### src/rtl/dot_result_requant_pkg.sv
// Shared widths, requant configuration type and output saturation helper
// for the dot-product result requantizer.
package dot_result_requant_pkg;

  localparam int IN_WIDTH    = 32;
  localparam int SCALE_WIDTH = 16;
  localparam int OUT_WIDTH   = 8;
  localparam int SHIFT_WIDTH = 5;
  localparam int PROD_WIDTH  = IN_WIDTH + SCALE_WIDTH + 1;
  localparam int SUM_WIDTH   = PROD_WIDTH + 1;

  localparam logic signed [SUM_WIDTH-1:0] OUT_MAX = SUM_WIDTH'((2 ** (OUT_WIDTH - 1)) - 1);
  localparam logic signed [SUM_WIDTH-1:0] OUT_MIN = SUM_WIDTH'(-(2 ** (OUT_WIDTH - 1)));

  typedef struct packed {
    logic [SCALE_WIDTH-1:0] scale;
    logic [SHIFT_WIDTH-1:0] shift;
    logic [OUT_WIDTH-1:0]   zero_point;
  } requant_cfg_t;

  function automatic logic signed [OUT_WIDTH-1:0] saturate(input logic signed [SUM_WIDTH-1:0] v);
    logic signed [OUT_WIDTH-1:0] res;
    if (v > OUT_MAX)      res = OUT_WIDTH'(OUT_MAX);
    else if (v < OUT_MIN) res = OUT_WIDTH'(OUT_MIN);
    else                  res = OUT_WIDTH'(v);
    return res;
  endfunction

endpackage

### src/rtl/dot_result_requant_lane.sv
// Two-stage requant arithmetic for one element: scale multiply, then
// rounding shift, zero-point offset and saturation with a clamp flag.
module dot_result_requant_lane
  import dot_result_requant_pkg::*;
(
  input  logic                        clk,
  input  logic                        rst_n,
  input  logic                        i_adv,
  input  logic                        i_valid,
  input  logic                        i_last,
  input  logic signed [IN_WIDTH-1:0]  i_data,
  input  requant_cfg_t                i_cfg,
  output logic                        o_s1_valid,
  output logic                        o_valid,
  output logic                        o_last,
  output logic                        o_sat,
  output logic signed [OUT_WIDTH-1:0] o_data
);

  logic                         r_s1_valid;
  logic                         r_s1_last;
  logic signed [PROD_WIDTH-1:0] r_prod;
  logic [SHIFT_WIDTH-1:0]       r_shift;
  logic signed [OUT_WIDTH-1:0]  r_zp;
  logic                         r_s2_valid;
  logic                         r_s2_last;
  logic                         r_s2_sat;
  logic signed [OUT_WIDTH-1:0]  r_s2_data;

  logic signed [PROD_WIDTH-1:0] w_prod;
  logic signed [PROD_WIDTH-1:0] w_half;
  logic signed [PROD_WIDTH-1:0] w_rounded;
  logic signed [SUM_WIDTH-1:0]  w_sum;

  // Zero-extended scale keeps the multiply signed and exact.
  assign w_prod = PROD_WIDTH'(i_data) * PROD_WIDTH'($signed({1'b0, i_cfg.scale}));

  always_comb begin
    w_half    = (r_shift == '0) ? '0 : (PROD_WIDTH'(1) << (r_shift - SHIFT_WIDTH'(1)));
    w_rounded = (r_prod + w_half) >>> r_shift;
    w_sum     = SUM_WIDTH'(w_rounded) + SUM_WIDTH'(r_zp);
  end

  always_ff @(posedge clk or negedge rst_n) begin
    if (!rst_n) begin
      r_s1_valid <= 1'b0;
      r_s1_last  <= 1'b0;
      r_prod     <= '0;
      r_shift    <= '0;
      r_zp       <= '0;
      r_s2_valid <= 1'b0;
      r_s2_last  <= 1'b0;
      r_s2_sat   <= 1'b0;
      r_s2_data  <= '0;
    end else if (i_adv) begin
      r_s1_valid <= i_valid;
      r_s1_last  <= i_valid && i_last;
      r_prod     <= w_prod;
      r_shift    <= i_cfg.shift;
      r_zp       <= $signed(i_cfg.zero_point);
      r_s2_valid <= r_s1_valid;
      r_s2_last  <= r_s1_last;
      r_s2_sat   <= (w_sum > OUT_MAX) || (w_sum < OUT_MIN);
      r_s2_data  <= saturate(w_sum);
    end
  end

  assign o_s1_valid = r_s1_valid;
  assign o_valid    = r_s2_valid;
  assign o_last     = r_s2_last;
  assign o_sat      = r_s2_sat;
  assign o_data     = r_s2_data;

endmodule

### src/rtl/dot_result_requant.sv
// Requantizes INT32 dot-product results to INT8 and packs PACK elements per
// AXI-Stream beat; holds handshake, per-packet config latch and sat counter.
module dot_result_requant
  import dot_result_requant_pkg::*;
#(
  parameter int PACK      = 4,
  parameter int CNT_WIDTH = 16
) (
  input  logic                        clk,
  input  logic                        rst_n,
  input  logic signed [IN_WIDTH-1:0]  s_axis_tdata,
  input  logic                        s_axis_tvalid,
  output logic                        s_axis_tready,
  input  logic                        s_axis_tlast,
  output logic [OUT_WIDTH*PACK-1:0]   m_axis_tdata,
  output logic [PACK-1:0]             m_axis_tkeep,
  output logic                        m_axis_tvalid,
  input  logic                        m_axis_tready,
  output logic                        m_axis_tlast,
  input  logic [SCALE_WIDTH-1:0]      cfg_scale,
  input  logic [SHIFT_WIDTH-1:0]      cfg_shift,
  input  logic [OUT_WIDTH-1:0]        cfg_zero_point,
  input  logic                        clear_stats,
  output logic [CNT_WIDTH-1:0]        sat_count,
  output logic                        busy
);

  localparam int IDX_WIDTH = (PACK > 1) ? $clog2(PACK) : 1;

  logic                               r_rdy;
  logic                               r_first;
  requant_cfg_t                       r_cfg;
  logic [PACK-1:0][OUT_WIDTH-1:0]     r_data;
  logic [PACK-1:0]                    r_keep;
  logic                               r_tvalid;
  logic                               r_tlast;
  logic [IDX_WIDTH-1:0]               r_idx;
  logic [CNT_WIDTH-1:0]               r_sat_cnt;

  logic                               w_adv;
  logic                               w_accept;
  requant_cfg_t                       w_cfg_live;
  requant_cfg_t                       w_cfg;
  logic                               w_s1_valid;
  logic                               w_s2_valid;
  logic                               w_s2_last;
  logic                               w_s2_sat;
  logic signed [OUT_WIDTH-1:0]        w_s2_data;
  logic [PACK-1:0][OUT_WIDTH-1:0]     w_data_nxt;
  logic [PACK-1:0]                    w_keep_nxt;
  logic                               w_tvalid_nxt;
  logic                               w_tlast_nxt;
  logic [IDX_WIDTH-1:0]               w_idx_nxt;

  assign w_adv         = !r_tvalid || m_axis_tready;
  assign s_axis_tready = r_rdy && w_adv;
  assign w_accept      = s_axis_tvalid && s_axis_tready;

  // The first beat of a packet uses the live config; later beats reuse the latch.
  assign w_cfg_live = '{scale: cfg_scale, shift: cfg_shift, zero_point: cfg_zero_point};
  assign w_cfg      = r_first ? w_cfg_live : r_cfg;

  dot_result_requant_lane u_lane (
    .clk        (clk),
    .rst_n      (rst_n),
    .i_adv      (w_adv),
    .i_valid    (w_accept),
    .i_last     (s_axis_tlast),
    .i_data     (s_axis_tdata),
    .i_cfg      (w_cfg),
    .o_s1_valid (w_s1_valid),
    .o_valid    (w_s2_valid),
    .o_last     (w_s2_last),
    .o_sat      (w_s2_sat),
    .o_data     (w_s2_data)
  );

  // A beat being handed off this cycle is cleared so unused lanes read as zero.
  always_comb begin
    w_data_nxt   = r_tvalid ? '0 : r_data;
    w_keep_nxt   = r_tvalid ? '0 : r_keep;
    w_idx_nxt    = r_idx;
    w_tvalid_nxt = 1'b0;
    w_tlast_nxt  = 1'b0;
    if (w_s2_valid) begin
      w_data_nxt[r_idx] = w_s2_data;
      w_keep_nxt[r_idx] = 1'b1;
      if (w_s2_last || (r_idx == IDX_WIDTH'(PACK - 1))) begin
        w_tvalid_nxt = 1'b1;
        w_tlast_nxt  = w_s2_last;
        w_idx_nxt    = '0;
      end else begin
        w_idx_nxt = r_idx + IDX_WIDTH'(1);
      end
    end
  end

  always_ff @(posedge clk or negedge rst_n) begin
    if (!rst_n) begin
      r_rdy    <= 1'b0;
      r_first  <= 1'b1;
      r_cfg    <= '0;
      r_data   <= '0;
      r_keep   <= '0;
      r_tvalid <= 1'b0;
      r_tlast  <= 1'b0;
      r_idx    <= '0;
    end else begin
      r_rdy <= 1'b1;
      if (w_accept) begin
        r_first <= s_axis_tlast;
        if (r_first) r_cfg <= w_cfg_live;
      end
      if (w_adv) begin
        r_data   <= w_data_nxt;
        r_keep   <= w_keep_nxt;
        r_tvalid <= w_tvalid_nxt;
        r_tlast  <= w_tlast_nxt;
        r_idx    <= w_idx_nxt;
      end
    end
  end

  always_ff @(posedge clk or negedge rst_n) begin
    if (!rst_n) begin
      r_sat_cnt <= '0;
    end else if (clear_stats) begin
      r_sat_cnt <= '0;
    end else if (w_adv && w_s2_valid && w_s2_sat && (r_sat_cnt != '1)) begin
      r_sat_cnt <= r_sat_cnt + CNT_WIDTH'(1);
    end
  end

  assign m_axis_tdata  = r_data;
  assign m_axis_tkeep  = r_keep;
  assign m_axis_tvalid = r_tvalid;
  assign m_axis_tlast  = r_tlast;
  assign sat_count     = r_sat_cnt;
  assign busy          = w_s1_valid || w_s2_valid || (r_idx != '0) || r_tvalid;

endmodule

### config.mk
export PLATFORM = sky130hd
export DESIGN_NAME = dot_result_requant
export DESIGN_NICKNAME = d
export VERILOG_FILES = /design/src/rtl/dot_result_requant_pkg.sv /design/src/rtl/dot_result_requant_lane.sv /design/src/rtl/dot_result_requant.sv
export SDC_FILE = /design/constraint.sdc
export NUM_CORES = 2
export LEC_CHECK = 0
export CAP_MARGIN = 15
export CORE_ASPECT_RATIO = 0.7
export CORE_MARGIN = 1.5
export CORE_UTILIZATION = 70
export CTS_CLUSTER_SIZE = 30
export DETAILED_ROUTE_END_ITERATION = 16
export GPL_TIMING_DRIVEN = 0
export PLACE_DENSITY = 0.94
export RECOVER_POWER = 25
export SYNTH_ARGS = -nofsm -noshare
export SYNTH_HDL_FRONTEND = slang
export SYNTH_SLANG_ARGS = --single-unit
### constraint.sdc
create_clock -name clk -period 26.6 [get_ports clk]
set_input_delay 5.32 -clock clk [delete_from_list [all_inputs] [get_ports clk]]
set_output_delay 5.32 -clock clk [all_outputs]
set_load 0.01 [all_outputs]
-- Yosys cells after proc, flatten, opt, wreduce, memory -nomap -nowiden
Index checks and enable logic that the tools add are counted.
- register bits after elaboration: 162
- bits in latches: 0
- memory bits (writable): 0
- bits in read-only memories: 0
- bits of input ports: 67
- memories: 0
- $add $sub $neg: 5
- multipliers: 1
- div/mod/pow operators: 0
- magnitude comparators: 4
- equal/unequal tests: 2
- shift operators: 2
- muxes and demuxes: 20
- bitwise logic cells: 1
- reduce and logical (&&, ||, !) cells: 18
- operators by type and width (kind ; number):
    $mux 32 ; 2
    $add 49x8->50 ; 1
    $gt 50x8->1 const B ; 1
    $lt 50x8->1 const B ; 1
    $add 49x49->49 ; 1
    $mul 32x17->49 ; 1
    $mux 49 ; 1
    $shl 1x5->49 const A ; 1
    $sshr 49x5->49 ; 1
    $bwmux 32 ; 1
    $mux 16 ; 2
    $mux 29 ; 1
    $mux 8 ; 3
    $add 16x1->16 const B ; 1
    $demux 8 s2 ; 1
    $ne 16x16->1 const B ; 1
    $mux 4 ; 2
    $logic_and 1x1->1 ; 7
    $logic_or 1x1->1 ; 6
    $logic_not 5->1 ; 1
    $mux 1 ; 5
    $sub 5x1->5 const B ; 1
    $or 4x4->4 ; 1
    $reduce_bool 2->1 ; 2
    8 further kinds ; 8

-- Longest topological paths before layout
- word-level depth: 9
- depth in mapped cells: 37
- mapped depth without buffers: 33

-- By module
From an unflattened synthesis, not the netlist that was laid out.
- cell total of the unflattened synthesis: 4021
- area, all modules: 34260.4 um2
- modules (own cells, without submodules) (module ; times used ; cells each ; area each (um2)):
    dot_result_requant_lane ; 1 ; 3644 ; 29884.9
    dot_result_requant ; 1 ; 377 ; 4375.4

-- Least setup slack after synthesis
No wires, ideal clock.
- kind: input to register
- start: input port cfg_scale[13]
- end: register u_lane.r_prod[47]
- data arrival time: 11635 ps
- path slack: 14828 ps
- cell stages on the path: 23
- path buffers: 1
- cells stage by stage: mux2i_1 clkbuf_1 nor2b_1 fa_1 fa_1 inv_1 fa_1 fa_1 fa_1 inv_1 fa_1 ha_1 or3_1 o211ai_1 o31ai_1 a31oi_1 o21ai_0 a221oi_1 a21oi_1 a221oi_1 a21oi_1 xnor2_1 a21oi_1
- word-level cells in the longest chain between the ends: 2
- RTL lines (item ; RTL line ; source):
    from (decl) ; dot_result_requant.sv:20 ; input logic [SCALE_WIDTH-1:0] cfg_scale,
    $mux 29 ; -- ;
    $mul 32x17->49 ; dot_result_requant_lane.sv:36 ; assign w_prod = PROD_WIDTH'(i_data) * PROD_WIDTH'($signed({1'b0, i_cfg.scale}));
    to (signal assigned) ; dot_result_requant_lane.sv:58 ; r_prod <= w_prod;
    to (decl) ; dot_result_requant_lane.sv:22 ; logic signed [PROD_WIDTH-1:0] r_prod;
Every way passes these cells.
A chain may end at the register's enable or synchronous reset.

-- Worst setup path in the final report
- start: input port cfg_scale[11]
- end: register u_lane.r_prod[47]
The elaborated chain is that of the path after synthesis.

==> impl_metrics.json <==
{
  "ys.flop_type": "dfrtp_1",
  "grt_max_degree": 106,
  "cts_setup_buffers": 0,
  "yosysWarnings": 0,
  "drcViolationCount": 0,
  "tns_ns": 0,
  "maxCapViolations": 2,
  "status": "finished with violations",
  "avgViaCountPerCell": 6.565,
  "cts_tree": "built",
  "synth-seq-cells": 162,
  "timing.final.crit_period_ns": 14.33,
  "crit_fanout": 10,
  "cts.clk_slew.worst_paths_ns": 0.09,
  "synth_area_leaders": "fa_1, dfrtp_1, ha_1",
  "synth_largest_area_cell": "fa_1",
  "place_area_sq_um": 35370,
  "hold_buffers": 0,
  "grt_pass1_wl_microns": 172700,
  "syn_inst": 3921,
  "clk_latency_ns": 0.47,
  "fillers": 3260,
  "finalSetupViolations": 0,
  "path_common_cell": "fa_1",
  "track_usage_pct": 46.44,
  "violations": "capacitance limit, slew limit",
  "syn_avg_cell_area_sq_um": 8.509,
  "fmax_mhz": 69.78,
  "cp_slowest_cell": "clkbuf_1",
  "ys_seq_area_share_pct": 12.15,
  "hold_viol": 0,
  "synth.distinct_cells": 88,
  "synth_top_area_share_pct": 29.46,
  "slowest_delay_ns": 0.73,
  "drt_iter0_markers": 4557,
  "vias": 30796,
  "grt_pass1_vias": 30520,
  "syn_nets": 4682,
  "cts_buffers": 17,
  "cts_resized": 0,
  "crit_path_end_kind": "flip-flop",
  "path_class": "primary input to flip-flop",
  "die_y_microns": 185.7,
  "ant_nets": 0,
  "rrSetupSlack_ns": 13.54,
  "ys_async_sr_fraction_pct": 100.0,
  "start_util_pct": 71.38,
  "drv_slew": 165,
  "synthesis.area_sq_um": 33360,
  "relSlewSlack_pct": -304.3,
  "pre_cts_slack_ns": 12.12,
  "startpoint_type": "primary input",
  "fp.coreArea_sq_um": 46740,
  "yosys-top-cells-count": "inv_1, nand2_1, fa_1",
  "rows": 66,
  "final_layout_size_suffix_gt1_share_pct": 3.827,
  "drt_wl_total_microns": 110900,
  "synth_edf_count": 0,
  "fin_area_sq_um": 35970,
  "dr.pass1.iters": 9,
  "die_area_sq_um": 49000,
  "fin_ws_ns": 12.27,
  "gp_congestion": 1.084,
  "rsz0062_at_grt": "no",
  "required_ns": 26.90,
  "area_growth_pct": 7.804,
  "io_buffer_count": 121,
  "hold_path_class": "flip-flop to flip-flop",
  "timing.final.crit_share_pct": 53.87,
  "detailed_place_hpwl_microns": 91720,
  "antenna_found_initial": 3,
  "cp_data_arrival_time_ns": 14.63,
  "num-nets-final": 4824,
  "wl_per_cell_microns": 23.64,
  "clock-skew-final_ns": 0.01972,
  "htreeDepth": 4,
  "clock_path_buffers": 2,
  "worst_pin_slew_ns": 6.065,
  "grt_overflow": 0,
  "cts.sinks": 162,
  "die_x_microns": 263.9,
  "cts_root_buf": "clkbuf_16",
  "io_pins": 123
}
==> cells in the final DEF, fill, tap and decap left out, drive strengths merged, types with 120 or more instances in the layout <==
cell type,instances
clkdlybuf4s50,120
nor2,187
dfrtp,161
fa,491
ha,203
a21oi,192
o21ai,168
nor2b,164
nand2,568
clkbuf,187
inv,576
==> cell type report <==
| type | count | area, sq um | share of cell area, % |
|---|---|---|---|
| diodes | 3 | 7.507 | 0.02087 |
| repair buffers | 123 | 1216 | 3.381 |
| plain buffers | 199 | 748.2 | 2.080 |
| clock inverters | 15 | 187.7 | 0.5218 |
| multi-input cells | 2990 | 26420 | 73.46 |
| well taps | 612 | 765.7 | 2.129 |
| flip-flops and latches | 162 | 4056 | 11.28 |
| inverters | 570 | 2140 | 5.949 |
| clock buffers | 17 | 425.4 | 1.183 |
==> stage by stage <==
| step | utilization (%) | instances | hold WS [ns] |
|---|---|---|---|
| 6_report | 76.95 | 4691 | 0.4941 |
| 5_1_grt | 76.93 | 4688 | 0.5089 |
| 4_1_cts | 76.99 | 4687 | 0.4924 |
| 3_5_place_dp | 75.68 | 4655 | 0.4733 |
| 3_3_place_gp | 75.61 | 4654 | 0.4604 |
| 2_1_floorplan | - | 3921 | 0.4453 |
==> metal layers <==
layer / vias to the layer above / wire [microns] / GRT usage [%]
met1: 15004 / 44360 / 65.53
met2: 2276 / 44150 / 64.26
met4: 10 / 3756 / 14.60
li1: 13168 / - / -
met5: - / 152 / 1.702
met3: 338 / 18460 / 19.78
==> kinds of logic after synthesis <==
logic type / Yosys count / share of synthesized area, %
simple gates: 1238 / 17.41
buf+inv: 769 / 8.656
compound gates: 714 / 13.92
fa+ha+maj: 694 / 37.08
mux: 206 / 7.189
flops: 162 / 12.15
xor+xnor: 136 / 3.570
other cells: 2 / 0.02251
==> worst paths after layout <==
path / start / endpoint / cells after the start
max in group asynchronous: rst_n / u_lane.r_zp[7] / 2
min: r_cfg[24] / r_cfg[24] / 2
min in group asynchronous: rst_n / u_lane.r_prod[3] / 1
max: cfg_scale[11] / u_lane.r_prod[47] / 27
max reg2reg: u_lane.r_shift[1] / u_lane.o_data[0] / 32
min reg2reg: r_cfg[24] / r_cfg[24] / 2
==> flip-flops by register name (all words and copies together) (netlist names), 2 cells and up <==
signal	count
m_axis_tdata	32
sat_count	16
u_lane.o_data	8
r_idx	2
r_cfg	29
u_lane.r_prod	49
m_axis_tkeep	4
u_lane.r_zp	8
u_lane.r_shift	5
==> worst max-delay path: cells and delay by family <==
kind                     cells  cell delay [ns]
adder cells (fa/ha/maj)      7             3.55
AO/OA/AOI/OAI               11             3.02
buffers and inverters        6             1.72
multiplexers                 1             0.55
AND/OR/NAND/NOR              1             0.23
XOR/XNOR                     1             0.21
Power is not shown: default switching activity piles up to over one toggle a cycle in this logic, so the estimate is an artifact.
